--- config.mk ---
export PLATFORM = sky130hd
export DESIGN_NAME = fetch_controller_flat
export DESIGN_NICKNAME = d
export VERILOG_FILES = /design/src/rtl/fetch_controller_if.sv /design/src/rtl/fetch_controller.sv /design/src/flat_wrapper.sv
export SDC_FILE = /design/constraint.sdc
export NUM_CORES = 1
export LEC_CHECK = 0
export ABC_AREA = 1
export CAP_MARGIN = 20
export CELL_PAD_IN_SITES_DETAIL_PLACEMENT = 2
export CELL_PAD_IN_SITES_GLOBAL_PLACEMENT = 2
export CORE_MARGIN = 5
export CORE_UTILIZATION = 34
export DETAILED_ROUTE_END_ITERATION = 7
export GPL_TIMING_DRIVEN = 0
export MAX_ROUTING_LAYER = met4
export PLACE_DENSITY_LB_ADDON = 0.15
export SETUP_SLACK_MARGIN = 0.3
export SLEW_MARGIN = 20
export SYNTH_ARGS = -nofsm -noshare
export SYNTH_HDL_FRONTEND = slang
export SYNTH_SLANG_ARGS = --single-unit
export TNS_END_PERCENT = 10
--- constraint.sdc ---
create_clock -name clk -period 4 [get_ports clk]
set_input_delay 0.8 -clock clk [delete_from_list [all_inputs] [get_ports clk]]
set_output_delay 0.8 -clock clk [all_outputs]
set_load 0.1 [all_outputs]
--- src/rtl/fetch_controller_if.sv ---
// Fetch-side bundle: instruction memory request/ack channel plus the decode presentation channel.
// Handshakes: imem_req/imem_addr hold until imem_ack; an instruction is consumed when instr_valid=1 and stall=0.
interface fetch_controller_if;
    logic        stall;
    logic        branch_valid;
    logic [31:0] branch_offset;
    logic        imem_req;
    logic [31:0] imem_addr;
    logic        imem_ack;
    logic [31:0] imem_rdata;
    logic        instr_valid;
    logic [31:0] instr;
    logic [31:0] instr_pc;

    modport master (
        input  stall, branch_valid, branch_offset, imem_ack, imem_rdata,
        output imem_req, imem_addr, instr_valid, instr, instr_pc
    );

    modport slave (
        output stall, branch_valid, branch_offset, imem_ack, imem_rdata,
        input  imem_req, imem_addr, instr_valid, instr, instr_pc
    );
endinterface

--- src/rtl/fetch_controller.sv ---
// Instruction fetch controller: single outstanding request, 1-entry skid buffer,
// branch redirect with squash of in-flight words. state_dbg exposes the FSM (0=REQ, 1=HOLD).
module fetch_controller #(
    parameter logic [31:0] RESET_PC = 32'h0000_0000
) (
    input  logic                clk,
    input  logic                rst_n,
    fetch_controller_if.master  bus,
    output logic                state_dbg
);

    typedef enum logic {
        REQ  = 1'b0,
        HOLD = 1'b1
    } state_e;

    state_e      state_q, state_d;
    logic [31:0] fetch_pc_q, fetch_pc_d;
    logic [31:0] instr_q, instr_d;
    logic [31:0] instr_pc_q, instr_pc_d;
    logic        valid_q, valid_d;
    logic [31:0] skid_data_q, skid_data_d;
    logic [31:0] skid_pc_q, skid_pc_d;
    logic        redir_q, redir_d;
    logic [31:0] redir_pc_q, redir_pc_d;

    logic        consume;
    logic        slot_free;
    logic        branch;
    logic [31:0] target;

    assign consume   = valid_q & ~bus.stall;
    assign slot_free = ~valid_q | consume;
    assign branch    = consume & bus.branch_valid;
    assign target    = instr_pc_q + 32'd4 + (bus.branch_offset << 2);

    always_ff @(posedge clk or negedge rst_n) begin
        if (!rst_n) begin
            state_q     <= REQ;
            fetch_pc_q  <= RESET_PC;
            instr_q     <= 32'd0;
            instr_pc_q  <= 32'd0;
            valid_q     <= 1'b0;
            skid_data_q <= 32'd0;
            skid_pc_q   <= 32'd0;
            redir_q     <= 1'b0;
            redir_pc_q  <= 32'd0;
        end else begin
            state_q     <= state_d;
            fetch_pc_q  <= fetch_pc_d;
            instr_q     <= instr_d;
            instr_pc_q  <= instr_pc_d;
            valid_q     <= valid_d;
            skid_data_q <= skid_data_d;
            skid_pc_q   <= skid_pc_d;
            redir_q     <= redir_d;
            redir_pc_q  <= redir_pc_d;
        end
    end

    always_comb begin
        state_d     = state_q;
        fetch_pc_d  = fetch_pc_q;
        instr_d     = instr_q;
        instr_pc_d  = instr_pc_q;
        valid_d     = valid_q;
        skid_data_d = skid_data_q;
        skid_pc_d   = skid_pc_q;
        redir_d     = redir_q;
        redir_pc_d  = redir_pc_q;

        // A consumed slot empties unless a new word is loaded below.
        if (consume) begin
            valid_d = 1'b0;
        end

        case (state_q)
            REQ: begin
                if (branch) begin
                    if (bus.imem_ack) begin
                        fetch_pc_d = target;
                    end else begin
                        // Request must stay stable until acked; retarget once it completes.
                        redir_d    = 1'b1;
                        redir_pc_d = target;
                    end
                end else if (bus.imem_ack) begin
                    if (redir_q) begin
                        fetch_pc_d = redir_pc_q;
                        redir_d    = 1'b0;
                    end else if (slot_free) begin
                        instr_d    = bus.imem_rdata;
                        instr_pc_d = fetch_pc_q;
                        valid_d    = 1'b1;
                        fetch_pc_d = fetch_pc_q + 32'd4;
                    end else begin
                        skid_data_d = bus.imem_rdata;
                        skid_pc_d   = fetch_pc_q;
                        fetch_pc_d  = fetch_pc_q + 32'd4;
                        state_d     = HOLD;
                    end
                end
            end
            HOLD: begin
                if (branch) begin
                    fetch_pc_d = target;
                    state_d    = REQ;
                end else if (consume) begin
                    instr_d    = skid_data_q;
                    instr_pc_d = skid_pc_q;
                    valid_d    = 1'b1;
                    state_d    = REQ;
                end
            end
            default: begin
                state_d = REQ;
            end
        endcase
    end

    assign bus.imem_req    = (state_q == REQ);
    assign bus.imem_addr   = fetch_pc_q;
    assign bus.instr_valid = valid_q;
    assign bus.instr       = instr_q;
    assign bus.instr_pc    = instr_pc_q;
    assign state_dbg       = state_q;

endmodule

--- src/flat_wrapper.sv ---
// flat-port wrapper written by rule: the top's interface ports become plain ports
module fetch_controller_flat 
#(
    parameter logic [31:0] RESET_PC = 32'h0000_0000
)
  (clk, rst_n, state_dbg, bus_stall, bus_branch_valid, bus_branch_offset, bus_imem_ack, bus_imem_rdata, bus_imem_req, bus_imem_addr, bus_instr_valid, bus_instr, bus_instr_pc);
  fetch_controller_if bus_i ();
  input  logic clk;
  input  logic rst_n;
  output logic state_dbg;
  input wire logic [$bits(bus_i.stall)-1:0] bus_stall;
  input wire logic [$bits(bus_i.branch_valid)-1:0] bus_branch_valid;
  input wire logic [$bits(bus_i.branch_offset)-1:0] bus_branch_offset;
  input wire logic [$bits(bus_i.imem_ack)-1:0] bus_imem_ack;
  input wire logic [$bits(bus_i.imem_rdata)-1:0] bus_imem_rdata;
  output wire logic [$bits(bus_i.imem_req)-1:0] bus_imem_req;
  output wire logic [$bits(bus_i.imem_addr)-1:0] bus_imem_addr;
  output wire logic [$bits(bus_i.instr_valid)-1:0] bus_instr_valid;
  output wire logic [$bits(bus_i.instr)-1:0] bus_instr;
  output wire logic [$bits(bus_i.instr_pc)-1:0] bus_instr_pc;
  assign bus_i.stall = bus_stall;
  assign bus_i.branch_valid = bus_branch_valid;
  assign bus_i.branch_offset = bus_branch_offset;
  assign bus_i.imem_ack = bus_imem_ack;
  assign bus_i.imem_rdata = bus_imem_rdata;
  assign bus_imem_req = bus_i.imem_req;
  assign bus_imem_addr = bus_i.imem_addr;
  assign bus_instr_valid = bus_i.instr_valid;
  assign bus_instr = bus_i.instr;
  assign bus_instr_pc = bus_i.instr_pc;
  fetch_controller #(.RESET_PC(RESET_PC)) u_core (.clk(clk), .rst_n(rst_n), .bus(bus_i), .state_dbg(state_dbg));
endmodule
==> results.yml <==
placement:
  pre_cts_ws_ns: 0.170
  dp_cells: 2288
  io_buffers: 165
  dpl.hpwl_mm: 37.9
  gp_congestion: 0.906
synth:
  syn_inst: 1666
  synth_fp_nets: 1796
  synth.area.top_cells: "dfrtp_1 (41%), nand2_1 (20%), o21ai_0 (7.4%), ha_1 (6.4%), inv_1 (6.0%)"
  synth_top_cell_by_area: "dfrtp_1"
  synth_simple_gate_area_share_pct: 26.4
  synth.avg_cell_area_sq_um: 7.09
  synth_top_family_by_area: "simple AND/OR/NAND/NOR gates"
  yosysUniqueCellTypes: 30
  synth.cell_area_sq_um: 11800
  synth_compound_area_share_pct: 15.7
  netlist.area_leader.share_pct: 41.3
  synth_seq_cells: 195
  synth_adder_area_share_pct: 6.53
  synth-xor-area-share_pct: 1.41
  synthMuxAreaShare_pct: 0
  yosysWarnings: 0
  ys_seq_area_share_pct: 41.3
clock_tree:
  cts_resized: 4
  clk_pin_slew_ns: 0.07
  clk_path_buf_depth: 2
  cts_made_buffers: 17
  clk_latency_ns: 0.46
  cts.sinks: 195
  cts-root-buf: "clkbuf_16"
  cts_max_level: 4
  postCtsHoldBufs: 0
  cts_tree: "built"
  post_cts_buffers: 0
critical_path:
  cpPeakStageDelay_ns: 0.66
  cp_num_buf_inv: 4
  crit_fanout: 10
  path_delay_family: "buffers and inverters"
  worst_ep_required_time_ns: 3.20
  cp_slowest_cell: "clkdlybuf4s15_2"
  cp.arrival_ns: 2.66
  critical_path.endpoint_type: "primary output"
  crit_chain: "inv_2 > clkbuf_2 > clkbuf_1 > clkdlybuf4s15_2"
  worstSetupPathType: "flop to primary output"
  start_kind: "flop"
final_layout:
  final_nets: 1982
  fillCellCount: 4008
  syn_to_final_growth_pct: 24.5
  drive_gt1_share_pct: 3.49
  layout_commonest_cell: "nand2_1"
  final_cell_mix: "nand2_1 (627), dfrtp_1 (195), inv_1 (190)"
  num_antenna_cells: 0
  finalNonFillerCells: 2320
routing:
  drc_errors: 0
  wire_per_inst_microns: 20.9
  wirelength_mm: 48.5
  ant_nets: 0
  drtIter0Drc: 426
  vias: 12000
  drt-pass1-iter-count: 6
  vias_per_cell: 5.16
timing:
  slew-limit-headroom_pct: 29.0
  timing_hold_violations_final: 0
  fin_hold_ws_ns: 0.204
  rsz0062_at_grt: "no"
  fin_ws_ns: 0.540
  fin_skew_ns: 0.0128
  timing.final.max_slew_violations: 0
  period_needed_ns: 3.46
  fmax_mhz: 289
  setup_viol: 0
  worst_pin_slew_ns: 1.06
  period_share_pct: 86.5
die:
  initial_core_util_pct: 34.3
  row_count: 68
  coreArea_sq_um: 34400
  pin_count: 168
  dieArea_sq_um: 38500
  die_h_microns: 196
  die_w_microns: 196
global_routing:
  grt_max_degree: 91
  grt_pass1_vias: 13700
  grt_first_pass_wirelength_mm: 77.2
  antenna_found_initial: 0
  track_usage_pct: 26.2
  overflow: 0
status:
  run_status: "complete, no violations"
flow_run:
  cap_violations: 0
worst_hold_path:
  hold_class: "primary input to async pin"
## cell families (layout without fill, tap and decap cells)
| group | after synthesis | after routing |
|---|---|---|
| XOR/XNOR | 19 | 19 |
| flip-flops | 195 | 195 |
| buffers and inverters | 259 | 458 |
| AO/OA/AOI/OAI | 332 | 332 |
| AND/OR/NAND/NOR | 800 | 800 |
| adder cells (fa/ha/maj) | 61 | 61 |
## synthesized netlist by cell type
cell type  count
a211oi_1       1
a21o_1         1
a21oi_1       75
a31oi_1       10
buf_1          6
buf_2         19
buf_4          3
clkbuf_1      39
dfrtp_1      195
fa_1           1
ha_1          60
inv_1        190
inv_2          2
nand2_1      627
nand2_2        1
nand3_1       61
nand3b_1       5
nand4_1        6
nor2_1        97
nor2_2         1
nor3_1         1
o2111ai_1      1
o211ai_1       7
o21a_1        61
o21ai_0      174
o21ai_2        1
o21bai_1       1
or2_2          1
xnor2_1        6
xor2_1        13
## worst paths after layout
path / slack, ns / startpoint / depth (start not counted) / endpoint
hold reg to reg: 0.49 / u_core.skid_pc_q[4] / 2 / u_core.skid_pc_q[4]
max in group asynchronous: 3.02 / rst_n / 2 / u_core.bus.imem_addr[23]
setup reg to reg: 1.02 / u_core.bus.instr_pc[3] / 13 / u_core.bus.imem_addr[31]
min in group clk: 0.49 / u_core.skid_pc_q[4] / 2 / u_core.skid_pc_q[4]
hold / removal: 0.20 / rst_n / 1 / u_core.bus.instr[27]
setup / recovery: 0.54 / u_core.state_dbg / 4 / bus_imem_req
## per-stage QoR
| stage | cell area [sq um] | TNS [ns] | utilization (%) |
|---|---|---|---|
| after floorplan | 11800 | 0 | - |
| after global routing | 14700 | 0 | 42.7 |
| after detailed placement | 14100 | 0 | 41.0 |
| final | 14700 | 0 | 42.7 |
| after global placement | 14000 | -1327.80 | 40.8 |
| after CTS | 14700 | 0 | 42.7 |
## worst register-to-register path, delay by kind of cell (launching register included)
family | cells | cell delay, ns
and+or+nand+nor | 10 | 1.38
DFF | 1 | 0.41
adders and majority gates | 3 | 1.10
## area by class of cell
type	count	area (sq um)	share of cell area [%]
tap	455	569	3.87
clock buffer	18	439	2.99
multi-input combinational	1212	5920	40.3
clock inverter	14	164	1.12
sequential	195	4880	33.2
inverter	192	721	4.91
timing repair buffer	167	1710	11.7
buffer	67	288	1.96
## state kept, by name, summed over array words and instances, names as in the netlist, named ones only
signal,flops
u_core.skid_pc_q,32
u_core.redir_pc_q,32
u_core.skid_data_q,32
u_core.bus.instr_pc,32
u_core.state_dbg,1
u_core.bus.imem_addr,32
u_core.redir_q,1
u_core.bus.instr,32
## per-layer routing
layer / vias to the layer above / part of all wire (%) / global-route usage [%] / wire length (microns)
met5: - / 0 / - / 0
li1: 5669 / - / - / -
met4: 0 / 2.1 / 6.78 / 1020
met1: 6061 / 43 / 31.0 / 20800
met2: 187 / 52 / 46.8 / 25100
met3: 51 / 3.2 / 4.00 / 1570
Power is left out: the tool's default activity adds up to more than one toggle a clock period on the data nets, which glitch-free logic cannot reach.
